<file path="src/rtl/image_loader.sv">
// image_loader: captures weight bytes then packed binary pixel bytes into registered frame outputs.
// Optional IMAGE_LOADER_CHECKSUM_EN appends a trailing XOR check byte to each frame.
module image_loader #(
    parameter int N_WEIGHT_BYTES = 9,
    parameter int N_PIXEL_BYTES  = 98
) (
    input  logic                          clk,
    input  logic                          rst_n,
    input  logic [2:0]                    state,
    input  logic [7:0]                    data_in,
    input  logic                          data_valid,
    output logic                          data_ready,
    output logic [8*N_PIXEL_BYTES-1:0]    pixels,
    output logic [8*N_WEIGHT_BYTES-1:0]   weights,
    output logic                          load_done,
`ifdef IMAGE_LOADER_CHECKSUM_EN
    output logic                          load_err,
`endif
    output logic [6:0]                    byte_count
);
    localparam logic [2:0] S_IDLE = 3'b000;
    localparam logic [2:0] S_LOAD = 3'b001;
    localparam logic [6:0] LAST_W = 7'(N_WEIGHT_BYTES - 1);
    localparam logic [6:0] LAST_P = 7'(N_WEIGHT_BYTES + N_PIXEL_BYTES - 1);

    typedef enum logic [2:0] {
        L_IDLE, L_WEIGHTS, L_PIXELS, L_DONE
`ifdef IMAGE_LOADER_CHECKSUM_EN
        , L_CHECK
`endif
    } lstate_t;

    lstate_t                        fsm_q, fsm_d;
    logic [6:0]                     cnt_q, cnt_d;
    logic [8*N_PIXEL_BYTES-1:0]     pixels_q, pixels_d;
    logic [8*N_WEIGHT_BYTES-1:0]    weights_q, weights_d;
    logic [6:0]                     pix_idx;
    logic [9:0]                     pix_base, wt_base;
    logic                           accept;
`ifdef IMAGE_LOADER_CHECKSUM_EN
    logic                           err_q, err_d;
    logic [7:0]                     csum_q, csum_d;
    assign load_err   = err_q;
    assign data_ready = state == S_LOAD && (fsm_q == L_WEIGHTS || fsm_q == L_PIXELS || fsm_q == L_CHECK);
`else
    assign data_ready = state == S_LOAD && (fsm_q == L_WEIGHTS || fsm_q == L_PIXELS);
`endif

    assign accept     = data_valid && data_ready;
    assign pix_idx    = cnt_q - 7'(N_WEIGHT_BYTES);
    assign pix_base   = {pix_idx, 3'b000};
    assign wt_base    = {cnt_q, 3'b000};
    assign pixels     = pixels_q;
    assign weights    = weights_q;
    assign byte_count = cnt_q;
    assign load_done  = fsm_q == L_DONE;

    always_comb begin
        fsm_d     = fsm_q;
        cnt_d     = cnt_q;
        pixels_d  = pixels_q;
        weights_d = weights_q;
`ifdef IMAGE_LOADER_CHECKSUM_EN
        err_d     = err_q;
        csum_d    = accept ? csum_q ^ data_in : csum_q;
`endif
        if (state == S_IDLE) begin
            fsm_d = L_IDLE;
            cnt_d = '0;
`ifdef IMAGE_LOADER_CHECKSUM_EN
            err_d  = 1'b0;
            csum_d = '0;
`endif
        end else if (fsm_q == L_IDLE) begin
            fsm_d = state == S_LOAD ? L_WEIGHTS : L_IDLE;
        end else if (accept && fsm_q == L_WEIGHTS) begin
            weights_d[wt_base +: 8] = data_in;
            cnt_d = cnt_q + 7'd1;
            fsm_d = cnt_q == LAST_W ? L_PIXELS : L_WEIGHTS;
        end else if (accept && fsm_q == L_PIXELS) begin
            pixels_d[pix_base +: 8] = data_in;
`ifdef IMAGE_LOADER_CHECKSUM_EN
            cnt_d = cnt_q + 7'd1;
            fsm_d = cnt_q == LAST_P ? L_CHECK : L_PIXELS;
        end else if (accept && fsm_q == L_CHECK) begin
            // A bad check byte discards the frame and waits for a resend.
            fsm_d  = data_in == csum_q ? L_DONE : L_WEIGHTS;
            err_d  = err_q || data_in != csum_q;
            cnt_d  = data_in == csum_q ? cnt_q : '0;
            csum_d = '0;
`else
            cnt_d = cnt_q == LAST_P ? cnt_q : cnt_q + 7'd1;
            fsm_d = cnt_q == LAST_P ? L_DONE : L_PIXELS;
`endif
        end
    end

    always_ff @(posedge clk) begin
        if (!rst_n) begin
            fsm_q     <= L_IDLE;
            cnt_q     <= '0;
            pixels_q  <= '0;
            weights_q <= '0;
`ifdef IMAGE_LOADER_CHECKSUM_EN
            err_q     <= 1'b0;
            csum_q    <= '0;
`endif
        end else begin
            fsm_q     <= fsm_d;
            cnt_q     <= cnt_d;
            pixels_q  <= pixels_d;
            weights_q <= weights_d;
`ifdef IMAGE_LOADER_CHECKSUM_EN
            err_q     <= err_d;
            csum_q    <= csum_d;
`endif
        end
    end
endmodule

</file>
<file path="config.mk">
export PLATFORM = sky130hd
export DESIGN_NAME = image_loader
export DESIGN_NICKNAME = d
export VERILOG_FILES = /design/src/rtl/image_loader.sv
export SDC_FILE = /design/constraint.sdc
export NUM_CORES = 2
export LEC_CHECK = 0
export ABC_AREA = 1
export CORE_AREA = 2 2 341 343
export CTS_CLUSTER_DIAMETER = 150
export DETAILED_ROUTE_END_ITERATION = 8
export DIE_AREA = 0 0 343 345
export PLACE_DENSITY = 0.58
export SETUP_SLACK_MARGIN = 0.4
export SLEW_MARGIN = 10
export SYNTH_ARGS = -nofsm -noshare
export SYNTH_HDL_FRONTEND = slang
export SYNTH_SLANG_ARGS = --single-unit
export TNS_END_PERCENT = 50
</file>
<file path="constraint.sdc">
create_clock -name clk -period 6.4 [get_ports clk]
set_input_delay 0.64 -clock clk [delete_from_list [all_inputs] [get_ports clk]]
set_output_delay 0.64 -clock clk [all_outputs]
set_load 0.03 [all_outputs]
</file>
Yosys cells after proc, flatten, opt, wreduce, memory -nomap -nowiden
Cells that the tools add are included. Widths: inputs -> output; s select.

Bitwise gates (word level): 4. Add/sub/neg operators: 4. Eq/ne operators: 7. Mux-type cells: 11. Reduce and logical (&&, ||, !) cells: 13. Shifts and indexed selects: 4.

Operators with widths (count): $bwmux 784 (1); $shift 8x12->784 const A (1); $shiftx 8x12->784 (1); $bwmux 72 (1); $shift 8x12->72 const A (1); $shiftx 8x12->72 (1); $neg 10->12 (2); $mux 7 (3); $mux 3 (3); $add 7x1->7 const B (1); $eq 7x4->1 const B (1); $eq 7x7->1 const B (1); $sub 7x4->7 const B (1); $eq 3x1->1 const B (2); $eq 3x2->1 const B (2); $logic_not 3->1 (2); $reduce_and 3->1 (2); $logic_and 1x1->1 (4); $not 1->1 (4); $reduce_and 4->1 (1); $reduce_bool 3->1 (1); $mux 1 (2); $mux 2 (1); $ne 2x2->1 const B (1); other kinds (3) (3).

Logic and storage cells: 47. Bits of input ports: 14. Register bits after elaboration: 866. Output and inout port bits: 865.

Longest topological paths before layout
Word-level depth: 8. Gate-level depth with buffers: 20. Gate-level depth less buffers: 17.

Least setup slack after synthesis
No wires, ideal clock.

Path type: register to register. Start: register cnt_q[0], in the netlist byte_count[0]. End: register pixels_q[736], in the netlist pixels[736]. Arrival: 2.822 ns. Data required time: 6.284 ns. Clock period less this slack: 2.938 ns. Cell stages (with the launch flop): 19. Path slack: 3.462 ns. Path buffers: 3. Library setup time: 0.116 ns. Cell sequence: dfxtp_1 > buf_4 > inv_4 > ha_1 > buf_2 > nand2_2 > inv_2 > nand3_1 > inv_1 > nand2_2 > nand2_4 > buf_4 > nand2_1 > nor2_4 > nand2_2 > nor2_1 > inv_1 > nor2_1 > nor2_1.

Longest elaborated chain between the ends: 4.

Ends and longest elaborated chain: start, declared (line 34) `logic [6:0] cnt_q, cnt_d;`; start signal, assigned (line 110) `cnt_q <= cnt_d;`; $sub 7x4->7 (*) (line 50) `assign pix_idx = cnt_q - 7'(N_WEIGHT_BYTES);`; named net pix_idx[0] (line 37) `logic [6:0] pix_idx;`; $neg 10->12 (*) (line 81) `pixels_d[pix_base +: 8] = data_in;`; $shiftx 8x12->784 / $shift 8x12->784 (equally long branches) (line 81); $bwmux 784 (*) (line 81); end signal, assigned (line 111) `pixels_q <= pixels_d;`; end, declared (line 35) `logic [8*N_PIXEL_BYTES-1:0] pixels_q, pixels_d;`.

The timed path passes the listed nets; every way through them passes the cells marked *. A chain may end at the register's enable or synchronous reset.

Worst setup path after layout
Start: register cnt_q[0], in the netlist byte_count[0]. End: register pixels_q[774], in the netlist pixels[774].

The elaborated chain is that of the path after synthesis.

==> reports/metrics.cfg <==
[drt]
via_per_inst = 5.01
avgRoutedWirePerCell_um = 22.4
ant_nets = 0
vias = 37900
drt-initial-drc-count = 3029
drc_errors = 0
wl_um = 170000
drt_pass1_iterations = 6

[floorplan]
dieHeight_um = 345
die_w_um = 343
io_pins = 879
start_util_pct = 31.9
coreArea_um2 = 115000
fp-row-count = 125
dieArea_um2 = 118000

[setup_path]
cp-end-kind = register
worst-endpoint-required_ns = 7.01
crit_path_max_fanout = 49
worstSetupPathType = reg -> reg
worstSetupStartpointType = register
worstPathArrival_ns = 5.80

[grt]
grt_start_max_net_pins = 135
grt.total_usage_pct = 27.4
grt_pass1_wl_um = 242000
antenna_found_initial = 0
grt_pass1_vias = 35400
overflow = 0

[hold_path]
hp-class = reg -> reg

[synthesis]
ys_types = 40
yosysWarningCount = 0
postSynthCellCount = 5255
synth-simple-area-share_pct = 36.6
syn_nets = 5279
yosys_register_bits = 865
synth-seq-area-share_pct = 47.2
synth_flop_cell = dfxtp_1
synth-edff-count = 0
synth-async-reset-ratio_pct = 0
synth_fa_ha_area_share_pct = 0.341
synthMuxAreaShare_pct = 0
synth-compound-area-share_pct = 9.37
synth_top_family_by_area = simple AND/OR/NAND/NOR gates
synth_xor_area_share_pct = 0.0477
avgSynthCellArea_um2 = 6.98
syn-cell-area_um2 = 36700

[finish]
antenna_cells = 0
final_nets = 5990
postLayoutCellArea_um2 = 49600
mostFrequentLayoutCells = nand2_1 (1,296), nor2_1 (1,250), clkdlybuf4s50_1 (877), dfxtp_1 (865), a21oi_1 (489)
area_growth_pct = 35.3
drive_gt1_share_pct = 6.19
layout_commonest_cell = nand2_1
final_util_pct = 43.1

[clock_network]
cts_hold_buf = 0
path_clk_slew_ns = 0.06
cts_tree = yes
cts_num_sinks = 865
cts_root_buf = clkbuf_16
clock_latency_ns = 0.70
clockBufferDepth = 3
ctsResizeCount = 0
cts_inserted_buffers = 97
htreeDepth = 3
post_cts_buffers = 0

[placed_design]
gp_congestion = 0.882
place_ws_ns = 1.14
dpl.hpwl_um = 125000
placedInstanceArea_um2 = 46300
portBuffers = 878

[sta]
fin_setup_tns_ns = 0
setup_viol = 0
timing.slew.headroom_pct = 20.0
finalHoldViolCount = 0
min_period_ns = 5.18
fmax_mhz = 193
rsz0062_at_grt = false
tightest_slew_ns = 1.20
final_max_slew_viol_count = 0
skew_ns = 0.0259
whs_ns = 0.460
period_share_pct = 81.0
setup_slack_ns = 1.22

[outcome]
status = finished clean

[run]
drv_cap = 0

[power_and_ir_drop]
power_density_nw_per_um2 = 233
leakagePower_uw = 0.0189
irDropWorstVdd_mv = 0.201

==> layout make-up <==
| cell class | instances | area (um2) |
|---|---|---|
| fillers | 11900 | 65500 |
| repair buffers | 915 | 9100 |
| clock inverters | 39 | 485 |
| well taps | 1524 | 1910 |
| inverters | 234 | 896 |
| multi-input cells | 3853 | 17100 |
| clock buffers | 139 | 2870 |
| flip-flops and latches | 865 | 17300 |
==> stage by stage <==
| stage | total power [uW] | cells |
|---|---|---|
| floorplan | 5710 | 5255 |
| detailed placement | 5820 | 7391 |
| global placement | 5820 | 7391 |
| global route | 11900 | 7569 |
| finish | 11600 | 7569 |
| CTS | 11600 | 7569 |
==> flip-flops by register name, summed over array words and instances (netlist names) <==
signal,count
pixels,784
fsm_q,2
weights,72
byte_count,7
==> per-layer routing <==
metal	up-vias	part of all wire [%]	wire length, um	GRT usage (%)
li1	18200	-	-	-
met1	17900	40	67300	33.2
met2	1549	47	80400	45.8
met3	281	8.7	14700	7.08
met4	0	4.4	7400	11.6
met5	-	0	0	0
==> cells in the mapped netlist, types with 3 or more instances <==
| master | instances | share of area, % |
|---|---|---|
| nand3_1 | 305 | 4.2 |
| buf_2 | 120 | 1.6 |
| clkinv_1 | 5 | 0.051 |
| nand2_1 | 1297 | 13 |
| inv_1 | 202 | 2.1 |
| a21oi_1 | 489 | 6.7 |
| nand3b_1 | 16 | 0.33 |
| nand2_4 | 5 | 0.15 |
| nor3_2 | 6 | 0.16 |
| ha_1 | 10 | 0.34 |
| nand4_1 | 52 | 0.89 |
| nor3b_1 | 8 | 0.16 |
| o21ai_0 | 145 | 2.0 |
| nor2_1 | 1254 | 13 |
| buf_6 | 8 | 0.25 |
| nand3_2 | 9 | 0.25 |
| nor3_4 | 15 | 0.66 |
| nor2_2 | 33 | 0.56 |
| dfxtp_1 | 865 | 47 |
| or2_2 | 4 | 0.068 |
| clkbuf_1 | 117 | 1.2 |
| buf_8 | 3 | 0.12 |
| buf_4 | 20 | 0.41 |
| inv_2 | 25 | 0.26 |
| o21bai_1 | 14 | 0.29 |
| nand3_4 | 11 | 0.53 |
| nor3_1 | 89 | 1.2 |
| o21ai_1 | 30 | 0.41 |
| nand2_2 | 28 | 0.48 |
| buf_1 | 34 | 0.35 |
| nor2_4 | 23 | 0.71 |
==> worst max-delay path: stages, from the launching register on <==
cell and delay [ns]:
dfxtp_1 0.60, inv_4 0.11, ha_1 0.42, nand2_2 0.25
inv_2 0.09, nand3_1 0.10, inv_1 0.05, nand2_2 0.12
nor2_2 0.06, nand3_1 0.34, nand2_1 0.38, inv_1 0.45
nand2_1 0.46, inv_2 0.83, nand2_1 0.35, inv_1 0.30
nor2_1 0.07, nor2_1 0.12
==> power breakdown <==
part	internal [uW]	leakage (uW)	switching [uW]
clock	3420	0.00165	2460
sequential	5390	0.00696	4.87
combinational	70.9	0.0103	241
==> worst paths after layout <==
kind                         startpoint                  endpoint  slack, ns  cells after the start
max          byte_count[0]$_SDFFE_PP0P_  pixels[774]$_SDFFE_PN0P_       1.22                     17
min            pixels[347]$_SDFFE_PN0P_  pixels[347]$_SDFFE_PN0P_       0.46                      2
max reg2reg  byte_count[0]$_SDFFE_PP0P_  pixels[774]$_SDFFE_PN0P_       1.22                     17
min reg2reg    pixels[347]$_SDFFE_PN0P_  pixels[347]$_SDFFE_PN0P_       0.46                      2
==> logic make-up after synthesis <==
kind of cell             Yosys count
AO/OA/AOI/OAI                    679
XOR/XNOR                           2
adder cells (fa/ha/maj)           10
buffers and inverters            537
flip-flops                       865
AND/OR/NAND/NOR                 3162
No activity file was read; power rests on OpenSTA's default activity.
